File: src/rtl/exec_unit_pkg.sv
// Shared encodings for the execute stage: FSM states, op indices, width defaults.
// Op indices double as bit positions of the one-hot strobe vector; a lower index wins.
package exec_unit_pkg;

  localparam int DWIDTH_DEF    = 16;
  localparam int AWIDTH_DEF    = 12;
  localparam int IMM_WIDTH_DEF = 8;
  localparam int NUM_OPS       = 12;

  typedef enum logic [2:0] {
    ST_IDLE   = 3'd0,
    ST_MEM_RD = 3'd1,
    ST_ALU    = 3'd2,
    ST_MEM_WR = 3'd3,
    ST_DONE   = 3'd4
  } state_t;

  typedef enum logic [3:0] {
    OP_ADD     = 4'd0,
    OP_LOAD    = 4'd1,
    OP_STORE   = 4'd2,
    OP_BRANCH  = 4'd3,
    OP_ISZ     = 4'd4,
    OP_CLR_AC  = 4'd5,
    OP_CLR_E   = 4'd6,
    OP_COMP_AC = 4'd7,
    OP_LOAD_AC = 4'd8,
    OP_CIR_R   = 4'd9,
    OP_CIR_L   = 4'd10,
    OP_INC_AC  = 4'd11,
    OP_NOP     = 4'd15
  } op_t;

  // Scan from the lowest-priority strobe up so the highest-priority one lands last.
  function automatic op_t op_encode(input logic [NUM_OPS-1:0] s);
    op_t r;
    r = OP_NOP;
    for (int i = NUM_OPS - 1; i >= 0; i--) begin
      if (s[i]) r = op_t'(i[3:0]);
    end
    return r;
  endfunction

endpackage

File: src/rtl/exec_alu.sv
// Combinational datapath for the execute stage: add with carry, increment, rotate, complement.
// Zero latency, no flow control; b carries the memory operand or the zero-extended immediate.
module exec_alu
  import exec_unit_pkg::*;
#(
  parameter int DWIDTH = DWIDTH_DEF
) (
  input  op_t               op,
  input  logic [DWIDTH-1:0] ac,
  input  logic              e,
  input  logic [DWIDTH-1:0] b,
  output logic [DWIDTH-1:0] y,
  output logic              e_out
);

  logic [DWIDTH:0] sum;

  assign sum = {1'b0, ac} + {1'b0, b};

  always_comb begin
    y     = ac;
    e_out = e;
    case (op)
      OP_ADD:              {e_out, y} = sum;
      OP_LOAD, OP_LOAD_AC: y = b;
      OP_ISZ:              y = b + DWIDTH'(1);
      OP_CLR_AC:           y = '0;
      OP_CLR_E:            e_out = 1'b0;
      OP_COMP_AC:          y = ~ac;
      OP_CIR_R: begin
        y     = {e, ac[DWIDTH-1:1]};
        e_out = ac[0];
      end
      OP_CIR_L: begin
        y     = {ac[DWIDTH-2:0], e};
        e_out = ac[DWIDTH-1];
      end
      OP_INC_AC:           y = ac + DWIDTH'(1);
      default: ;
    endcase
  end

endmodule

File: src/rtl/exec_unit.sv
// Execute stage owning AC/E/PC: register ops finish one cycle after i_execute, memory ops
// hold req/we/addr/wdata stable until a one-cycle ack; i_execute is ignored while busy.
module exec_unit
  import exec_unit_pkg::*;
#(
  parameter int DWIDTH    = DWIDTH_DEF,
  parameter int AWIDTH    = AWIDTH_DEF,
  parameter int IMM_WIDTH = IMM_WIDTH_DEF
) (
  input  logic                 clk,
  input  logic                 reset,
  input  logic                 i_execute,
  input  logic [AWIDTH-1:0]    i_addr,
  input  logic [IMM_WIDTH-1:0] i_imm,
  input  logic                 i_add,
  input  logic                 i_load,
  input  logic                 i_store,
  input  logic                 i_branch,
  input  logic                 i_isz,
  input  logic                 i_clr_ac,
  input  logic                 i_clr_e,
  input  logic                 i_comp_ac,
  input  logic                 i_load_ac,
  input  logic                 i_cir_r,
  input  logic                 i_cir_l,
  input  logic                 i_inc_ac,
  input  logic                 i_pc_inc,
  output logic                 o_mem_req,
  output logic                 o_mem_we,
  output logic [AWIDTH-1:0]    o_mem_addr,
  output logic [DWIDTH-1:0]    o_mem_wdata,
  input  logic [DWIDTH-1:0]    i_mem_rdata,
  input  logic                 i_mem_ack,
  output logic [DWIDTH-1:0]    o_ac,
  output logic                 o_e,
  output logic [AWIDTH-1:0]    o_pc,
  output logic                 o_ex_done,
  output logic                 o_busy
);

  state_t              state;
  op_t                 op_q;
  op_t                 op_start;
  op_t                 alu_op;
  logic [NUM_OPS-1:0]  strobes;
  logic [DWIDTH-1:0]   ac_q;
  logic                e_q;
  logic [AWIDTH-1:0]   pc_q;
  logic [DWIDTH-1:0]   operand_q;
  logic [DWIDTH-1:0]   imm_ext;
  logic [DWIDTH-1:0]   alu_b;
  logic [DWIDTH-1:0]   alu_y;
  logic                alu_e;

  assign strobes = {i_inc_ac, i_cir_l, i_cir_r, i_load_ac, i_comp_ac, i_clr_e,
                    i_clr_ac, i_isz, i_branch, i_store, i_load, i_add};
  assign op_start = op_encode(strobes);
  assign imm_ext  = {{(DWIDTH-IMM_WIDTH){1'b0}}, i_imm};

  // The ALU serves the start edge in IDLE and the latched op in the ALU state.
  always_comb begin
    alu_op = op_start;
    alu_b  = imm_ext;
    if (state == ST_ALU) begin
      alu_op = op_q;
      alu_b  = operand_q;
    end
  end

  exec_alu #(.DWIDTH(DWIDTH)) u_alu (
    .op    (alu_op),
    .ac    (ac_q),
    .e     (e_q),
    .b     (alu_b),
    .y     (alu_y),
    .e_out (alu_e)
  );

  always_ff @(posedge clk) begin
    if (reset) begin
      state       <= ST_IDLE;
      op_q        <= OP_NOP;
      ac_q        <= '0;
      e_q         <= 1'b0;
      pc_q        <= '0;
      operand_q   <= '0;
      o_mem_req   <= 1'b0;
      o_mem_we    <= 1'b0;
      o_mem_addr  <= '0;
      o_mem_wdata <= '0;
      o_ex_done   <= 1'b0;
      o_busy      <= 1'b0;
    end else begin
      o_ex_done <= 1'b0;
      if (i_pc_inc) pc_q <= pc_q + AWIDTH'(1);
      case (state)
        ST_IDLE: begin
          if (i_execute) begin
            op_q       <= op_start;
            o_mem_addr <= i_addr;
            o_busy     <= 1'b1;
            state      <= ST_DONE;
            o_ex_done  <= 1'b1;
            case (op_start)
              OP_ADD, OP_LOAD, OP_ISZ: begin
                state     <= ST_MEM_RD;
                o_ex_done <= 1'b0;
                o_mem_req <= 1'b1;
                o_mem_we  <= 1'b0;
              end
              OP_STORE: begin
                state       <= ST_MEM_WR;
                o_ex_done   <= 1'b0;
                o_mem_req   <= 1'b1;
                o_mem_we    <= 1'b1;
                o_mem_wdata <= ac_q;
              end
              OP_BRANCH: pc_q <= i_addr;
              OP_NOP: ;
              default: begin
                ac_q <= alu_y;
                e_q  <= alu_e;
              end
            endcase
          end
        end
        ST_MEM_RD: begin
          if (i_mem_ack) begin
            operand_q <= i_mem_rdata;
            o_mem_req <= 1'b0;
            state     <= ST_ALU;
          end
        end
        ST_ALU: begin
          if (op_q == OP_ISZ) begin
            o_mem_wdata <= alu_y;
            o_mem_req   <= 1'b1;
            o_mem_we    <= 1'b1;
            state       <= ST_MEM_WR;
            // Skip stacks with a same-cycle fetch increment: PC+2.
            if (alu_y == '0) pc_q <= pc_q + {{(AWIDTH-2){1'b0}}, i_pc_inc, ~i_pc_inc};
          end else begin
            ac_q      <= alu_y;
            e_q       <= alu_e;
            state     <= ST_DONE;
            o_ex_done <= 1'b1;
          end
        end
        ST_MEM_WR: begin
          if (i_mem_ack) begin
            o_mem_req <= 1'b0;
            o_mem_we  <= 1'b0;
            state     <= ST_DONE;
            o_ex_done <= 1'b1;
          end
        end
        ST_DONE: begin
          state  <= ST_IDLE;
          o_busy <= 1'b0;
        end
        default: state <= ST_IDLE;
      endcase
    end
  end

  assign o_ac = ac_q;
  assign o_e  = e_q;
  assign o_pc = pc_q;

endmodule

File: config.mk
export PLATFORM = sky130hd
export DESIGN_NAME = exec_unit
export DESIGN_NICKNAME = d
export VERILOG_FILES = /design/src/rtl/exec_unit_pkg.sv /design/src/rtl/exec_alu.sv /design/src/rtl/exec_unit.sv
export SDC_FILE = /design/constraint.sdc
export NUM_CORES = 1
export LEC_CHECK = 0
export BUFFER_PORTS_ARGS = -buffer_cell sky130_fd_sc_hd__buf_4
export CORE_ASPECT_RATIO = 1.4
export CORE_MARGIN = 3
export CORE_UTILIZATION = 55
export CTS_CLUSTER_SIZE = 10
export DETAILED_ROUTE_END_ITERATION = 10
export PLACE_DENSITY = 0.85
export SETUP_SLACK_MARGIN = 0.05
export SYNTH_ARGS = -nofsm -noshare
export SYNTH_HDL_FRONTEND = slang
export SYNTH_HIERARCHICAL = 1
export SYNTH_SLANG_ARGS = --single-unit
export TNS_END_PERCENT = 5
File: constraint.sdc
create_clock -name clk -period 5.67 [get_ports clk]
set_input_delay 0.2835 -clock clk [delete_from_list [all_inputs] [get_ports clk]]
set_output_delay 0.2835 -clock clk [all_outputs]
set_load 0.01 [all_outputs]
### After elaboration in Yosys (flattened, before gate mapping)

Index checks and enable logic that the tools add are counted.

* memory bits (read-only): 0
* bits in registers: 84
* memories: 0
* logic and storage cells: 124
* bits in writable memories: 0
* bits in latches: 0
* input port bits: 53

* $lt $le $gt $ge: 0
* add/sub/neg operators: 5
* reduce and logical (&&, ||, !) cells: 21
* shift-type cells: 0
* eq/ne operators: 29
* muxes and demuxes: 55
* bitwise operators: 2
* div/mod/pow operators: 0
* multipliers: 0

Operators by type and width (count)
* 16-bit case mux with 8 select lines: 1
* 16-bit 2-to-1 mux: 7
* 16-bit case mux with 2 select lines: 2
* 12-bit 2-to-1 mux: 5
* 4-bit 2-to-1 mux: 12
* 16-bit by 1-bit adder with 16-bit output, second input constant: 2
* 4-bit by 3-bit == test with 1-bit output, second input constant: 6
* 12-bit case mux with 2 select lines: 1
* 4-bit == test, second input constant: 5
* 16-bit by 16-bit adder with 17-bit output: 1
* 16-bit zero test: 1
* 16-bit NOT: 1
* 3-bit 2-to-1 mux: 5
* 1-bit 2-to-1 mux: 13
* 12-bit by 1-bit adder with 12-bit output, second input constant: 1
* 12-bit by 2-bit adder with 12-bit output: 1
* 2-bit inequality test, second input constant: 6
* 3-bit case mux with 4 select lines: 1
* 5-bit AND reduction: 2
* 1-bit case mux with 3 select lines: 3
* 4-bit by 1-bit == test with 1-bit output, second input constant: 2
* 4-bit by 2-bit == test with 1-bit output, second input constant: 2
* 4-bit zero test: 2
* 4-bit AND reduction: 2
* 18 further kinds: 28

### Depth between registers and ports, before layout

* depth in word-level cells: 20
* gate-level depth with buffers: 28

### Hierarchy

The synthesis kept the hierarchy.

Modules (own cells, without submodules)
* exec_unit: sequential area each 1681.6 um^2, cells each 574, times used 1, area each 4352.9 um^2
* exec_alu: sequential area each 0.0 um^2, cells each 404, times used 1, area each 2607.5 um^2

### Least setup slack after synthesis

No wires, ideal clock.

* path kind: reg-to-reg
* start point: register state[0]
* end point: register pc_q[0] (netlist: o_pc[0])
* arrival: 4.806 ns
* cell stages (with the launch flop): 29
* library setup time: 0.086 ns
* path slack: 0.778 ns
* path through: dfxtp_1 buf_2 nor2_4 nand2_1 clkbuf_1 clkbuf_1 nand2_1 nand2_1 buf_2 and4b_1 buf_6 buf_6 buf_4 nand2_1 o21ai_0 ha_1 nand4_1 nor4_2 o21ai_0 xor2_1 o22ai_1 o32a_1 nor4_1 nand3_2 or2_1 buf_6 mux2i_1 a21oi_1 a211oi_1

* word-level cells in the longest chain between the ends: 9
* elaborated cells on any way between the ends: 21
* those cells by class: add/sub (2); eq/ne (9); mux (6); reduce/logical (4)

Ends and longest elaborated chain
* from (decl): line exec_unit.sv:41 `state_t state;`
* from (signal assigned): line exec_unit.sv:81 `state <= ST_IDLE;`
* from (signal assigned): line exec_unit.sv:102 `state <= ST_DONE;`
* from (signal assigned): line exec_unit.sv:106 `state <= ST_MEM_RD;`
* 3-bit by 2-bit == test with 1-bit output *: line exec_unit.sv:64 `if (state == ST_ALU) begin`
* 4-bit 2-to-1 mux *: line exec_unit.sv:64
* named net alu_op[0]: line exec_unit.sv:44 `op_t alu_op;`
* 4-bit by 1-bit == test with 1-bit output / 4-bit == test (equally long branches): line exec_alu.sv:23 `case (op)`
* 2-bit OR reduction: line exec_alu.sv:23
* 16-bit case mux with 8 select lines *: line exec_alu.sv:23
* named net alu_y[10]: line exec_unit.sv:52 `logic [DWIDTH-1:0] alu_y;`
* 16-bit zero test *: line exec_unit.sv:141 `if (alu_y == '0) pc_q <= pc_q + {{(AWIDTH-2){1'b0}}, i_pc_inc, ~i_pc_inc};`
* 12-bit 2-to-1 mux *: line exec_unit.sv:141
* 12-bit 2-to-1 mux *: line exec_unit.sv:135 `if (op_q == OP_ISZ) begin`
* 12-bit case mux with 2 select lines *: line exec_unit.sv:96 `case (state)`
* to (signal assigned): line exec_unit.sv:95 `if (i_pc_inc) pc_q <= pc_q + AWIDTH'(1);`
* to (signal assigned): line exec_unit.sv:118 `OP_BRANCH: pc_q <= i_addr;`
* to (signal assigned): line exec_unit.sv:141
* to (decl): line exec_unit.sv:48 `logic [AWIDTH-1:0] pc_q;`

Mark *: on every way through the listed nets, which the timed path passes. The rest lies on a longest branch.
A chain may end at the register's enable or synchronous reset.

### Worst setup path after layout

* start point: register state[0]
* end point: register pc_q[7] (netlist: o_pc[7])

The elaborated chain is that of the path after synthesis.

==> qor.log <==
qor: timing.hold-worst-slack 178 ps
qor: timing.grt_setup_unrepaired false
qor: timing.endpoints_failing_setup 0
qor: yosys.ys_types 82
qor: clock_tree.clock_root_buffer_master sky130_fd_sc_hd__clkbuf_16
qor: critical_path.worst_ep_arrival_time 5500 ps
qor: clock_tree.cts_inserted_buffers 9
qor: placed_design.dpl.hpwl 20800 um
qor: yosys.yosys_warnings 6
qor: timing.worst_pin_slew 1320 ps
qor: routing.topRoutingLayerUsed met4
qor: critical_path.worstPathBufferInverterCount 0
qor: timing.period_minus_slack 5270 ps
qor: timing.report.final.slew_viol_count 0
qor: clock_tree.worst_setup_hold_path_clk_slew 70 ps
qor: power_and_ir_drop.power-per-cell-area 255 mW/mm^2
qor: critical_path.critPathMaxFanout 15
qor: yosys.post_synth_instance_area 0.00696 sq mm
qor: cells_and_area.finalNetCount 1137
qor: power_and_ir_drop.switching_power 783 uW
qor: power_and_ir_drop.pwr-share-seq 0.326
qor: routing.post_drt_wl_per_cell 23.1 um
qor: yosys.synth_seq_cells 84
qor: timing.final_hold_viol_count 0
qor: yosys.ys.flop_type sky130_fd_sc_hd__dfxtp_1
qor: power_and_ir_drop.power.switching_fraction 0.372
qor: critical_path.critical_path_end_type register
qor: cells_and_area.layout-drive-gt1-share 0.180
qor: cells_and_area.multiInputGateArea 0.00487 sq mm
qor: status.outcome finished, final reports clean
qor: critical_path.cell_type_of_the_slowest_stage_on_the_worst_timing_path sky130_fd_sc_hd__o21ai_2
qor: floorplanning.core.rowCount 48
qor: cells_and_area.area.growth.synth_to_final 18.8%
qor: global_routing.vias_in_the_first_global_route 7550
qor: critical_path.path_cells or2_1 > nor2_4 > o21ai_2 > and4b_1 > nand2_1 > o21ai_0 > ha_1 > nand4_1 > nor4_2 > a2bb2oi_2 > xnor2_1 > a211oi_2 > o22ai_1 > nor4_1 > nand3_2 > nor3_2 > mux2i_1 > xnor2_1 > a21oi_1
qor: global_routing.grt_antenna_before_repair 0
qor: yosys.syn_avg_cell_area 7.12 sq um
qor: floorplanning.ioPinCount 114
qor: critical_path.cpPeakStageDelay 610 ps
qor: clock_tree.cts_tree yes
qor: cells_and_area.mostFrequentLayoutCell sky130_fd_sc_hd__nand2_1
qor: global_routing.global_route.usage.total 0.390
qor: routing.drtIter0Drc 678
qor: cells_and_area.count_of_antenna_diodes_in_the_layout 0
qor: cells_and_area.layout.area.seq 0.00168 sq mm
qor: critical_path.start_kind register
qor: routing.drc_errors 0
qor: global_routing.grt_pass1_wl 42700 um
qor: run.maximum_capacitance_violations 0
qor: cells_and_area.mostFrequentLayoutCells sky130_fd_sc_hd__nand2_1, sky130_fd_sc_hd__buf_4, sky130_fd_sc_hd__nor2_1
qor: critical_path.critPathKind register to register
qor: critical_path.timing.critical_path.mode_cell sky130_fd_sc_hd__xnor2_1
qor: floorplanning.die_area 0.0141 sq mm
qor: clock_tree.cts_hold_repair.buffers 0
qor: floorplanning.floorplan.initialDensity 0.563
qor: cells_and_area.final.fill_count 1111
qor: timing.timing.fmax 0.190 GHz
qor: yosys.synth-edff-count 0
qor: worst_hold_path.worst_hold_path_type primary input to register
qor: timing.max_slew_margin 0.117
qor: routing.detail_route.first_pass.iterations 5
qor: critical_path.timing.critical_path.max_delay_family simple AND/OR/NAND/NOR gates
qor: power_and_ir_drop.static-leakage-power 0.00320 uW
qor: clock_tree.cts_htree_levels 3
qor: floorplanning.core_area 0.0124 sq mm
qor: placed_design.port-buffer-count 113
qor: routing.drtAntennaViolNets 0
qor: clock_tree.clock_path_buffers 2
qor: global_routing.largest_net_degree_at_the_start_of_global_routing 83
qor: routing.final_wirelength 28100 um
qor: yosys.postSynthNetCount 1053
qor: yosys.synth.yosys.seq_area_share 0.242
qor: timing.tns 0 ps
qor: power_and_ir_drop.vdd_drop_max 0.192 mV
qor: clock_tree.clock_latency_on_the_worst_skew_pair 350 ps
qor: routing.dr_wl_met3 2270 um
qor: timing.timing.final.crit_share 0.930
qor: cells_and_area.postLayoutCoreUtil 0.668
qor: placed_design.gp_routability_congestion 1.06
qor: global_routing.sum_of_overflow_across_all_layers_after_global_routing 0
qor: power_and_ir_drop.clockPowerShare 0.342
qor: timing.clock-skew-final 11.7 ps
qor: routing.detail_route.wirelength.met1 10100 um
qor: yosys.synth_async_reset_ratio 0
qor: routing.route.vias.total 8082
qor: yosys.post_synth_inst_count 978
qor: routing.avgViaCountPerCell 6.64
qor: routing.detailroute.wirelength.met2 13700 um
qor: critical_path.worst_path_required_time 5900 ps
qor: floorplanning.floorplan.die.width 101 um
qor: power_and_ir_drop.combPwrFrac 0.332
qor: floorplanning.die_h 139 um
qor: clock_tree.clock_sink_count 84
qor: power_and_ir_drop.internal-power 1320 uW
[flip-flops by register name, summed over array words and instances (netlist names)]
signal	flops
o_pc	12
o_mem_wdata	16
operand_q	16
o_ex_done	1
o_mem_req	1
o_mem_we	1
o_mem_addr	12
op_q	4
o_ac	16
o_e	1
o_busy	1
state	3
[power by group through the flow]
stage	logic [uW]	registers, uW	clock network, uW
global route	745	691	750
finish	701	687	720
floorplan	425	687	0
CTS	672	684	723
global placement	664	696	0
detailed placement	669	697	0
[cell type report]
type,instances,share of cell area
clock buffer,9,0.0272
sequential,84,0.203
timing repair buffer,146,0.133
clock inverter,7,0.0154
inverter,22,0.00999
tap,150,0.0227
multi-input combinational,799,0.589
[worst register-to-register path, cell delays in order (launching register included)]
cell	delay, ps
sky130_fd_sc_hd__dfxtp_1	570
sky130_fd_sc_hd__or2_1	230
sky130_fd_sc_hd__nor2_4	100
sky130_fd_sc_hd__o21ai_2	610
sky130_fd_sc_hd__and4b_1	380
sky130_fd_sc_hd__nand2_1	60
sky130_fd_sc_hd__o21ai_0	90
sky130_fd_sc_hd__ha_1	300
sky130_fd_sc_hd__nand4_1	270
sky130_fd_sc_hd__nor4_2	460
sky130_fd_sc_hd__a2bb2oi_2	190
sky130_fd_sc_hd__xnor2_1	100
sky130_fd_sc_hd__a211oi_2	210
sky130_fd_sc_hd__o22ai_1	170
sky130_fd_sc_hd__nor4_1	410
sky130_fd_sc_hd__nand3_2	170
sky130_fd_sc_hd__nor3_2	350
sky130_fd_sc_hd__mux2i_1	260
sky130_fd_sc_hd__xnor2_1	140
sky130_fd_sc_hd__a21oi_1	80
[cell families (layout without fill, tap and decap cells)]
| group | Yosys count | count (layout) | share of synthesized area |
|---|---|---|---|
| XOR/XNOR | 47 | 47 | 0.0591 |
| AO/OA/AOI/OAI | 262 | 262 | 0.253 |
| multiplexers | 28 | 28 | 0.0406 |
| flip-flops | 84 | 84 | 0.242 |
| adder cells (fa/ha/maj) | 22 | 22 | 0.0417 |
| buffers and inverters | 95 | 184 | 0.0618 |
| AND/OR/NAND/NOR | 440 | 440 | 0.302 |
[final timing paths]
path / slack (ps) / from / to / depth (start not counted)
max reg2reg: 400 / state[0] / o_pc[7] / 19
max: 400 / state[0] / o_pc[7] / 19
min reg2reg: 450 / o_mem_addr[8] / o_mem_addr[8] / 2
min: 180 / i_mem_rdata[14] / operand_q[14] / 3
[Yosys cell counts, types with 8 or more instances]
master / number / area (sq um)
sky130_fd_sc_hd__nor4_1: 15 / 93.8
sky130_fd_sc_hd__nand2b_1: 8 / 50.1
sky130_fd_sc_hd__inv_1: 19 / 71.3
sky130_fd_sc_hd__o22ai_1: 12 / 75.1
sky130_fd_sc_hd__a221oi_1: 11 / 96.3
sky130_fd_sc_hd__o211ai_1: 11 / 82.6
sky130_fd_sc_hd__o21ai_0: 35 / 175
sky130_fd_sc_hd__nand4_1: 16 / 100
sky130_fd_sc_hd__xnor2_1: 30 / 263
sky130_fd_sc_hd__nor2_1: 96 / 360
sky130_fd_sc_hd__a211oi_1: 10 / 75.1
sky130_fd_sc_hd__ha_1: 20 / 250
sky130_fd_sc_hd__nand3_1: 29 / 145
sky130_fd_sc_hd__a31oi_1: 11 / 68.8
sky130_fd_sc_hd__clkbuf_1: 37 / 139
sky130_fd_sc_hd__a311oi_1: 16 / 140
sky130_fd_sc_hd__mux2i_1: 26 / 260
sky130_fd_sc_hd__dfxtp_1: 84 / 1680
sky130_fd_sc_hd__nor3_1: 24 / 120
sky130_fd_sc_hd__nand2_1: 193 / 724
sky130_fd_sc_hd__and3_1: 15 / 93.8
sky130_fd_sc_hd__buf_2: 20 / 100
sky130_fd_sc_hd__a21oi_1: 86 / 430
sky130_fd_sc_hd__xor2_1: 17 / 149
[metrics by stage]
step / setup slack [ps] / cells / power [uW] / area, sq um
floorplan: 778 / 978 / 1110 / 6960
global placement: 531 / 1198 / 1360 / 7890
detailed placement: 321 / 1198 / 1370 / 7890
CTS: 369 / 1214 / 2080 / 8240
global route: 122 / 1217 / 2190 / 8270
finish: 399 / 1217 / 2110 / 8270
[what timing repair did]
action / CTS / global route
setup buffers: 0 / 3
setup endpoints to repair: 0 / 8
resized for setup: 0 / 1
[layer usage]
layer | vias up | global-route usage
li1 | 3710 | -
met4 | 0 | 0.244
met5 | - | 0
met2 | 465 | 0.644
met1 | 3780 | 0.453
met3 | 127 | 0.0745
(Power assumes the default switching activity.)
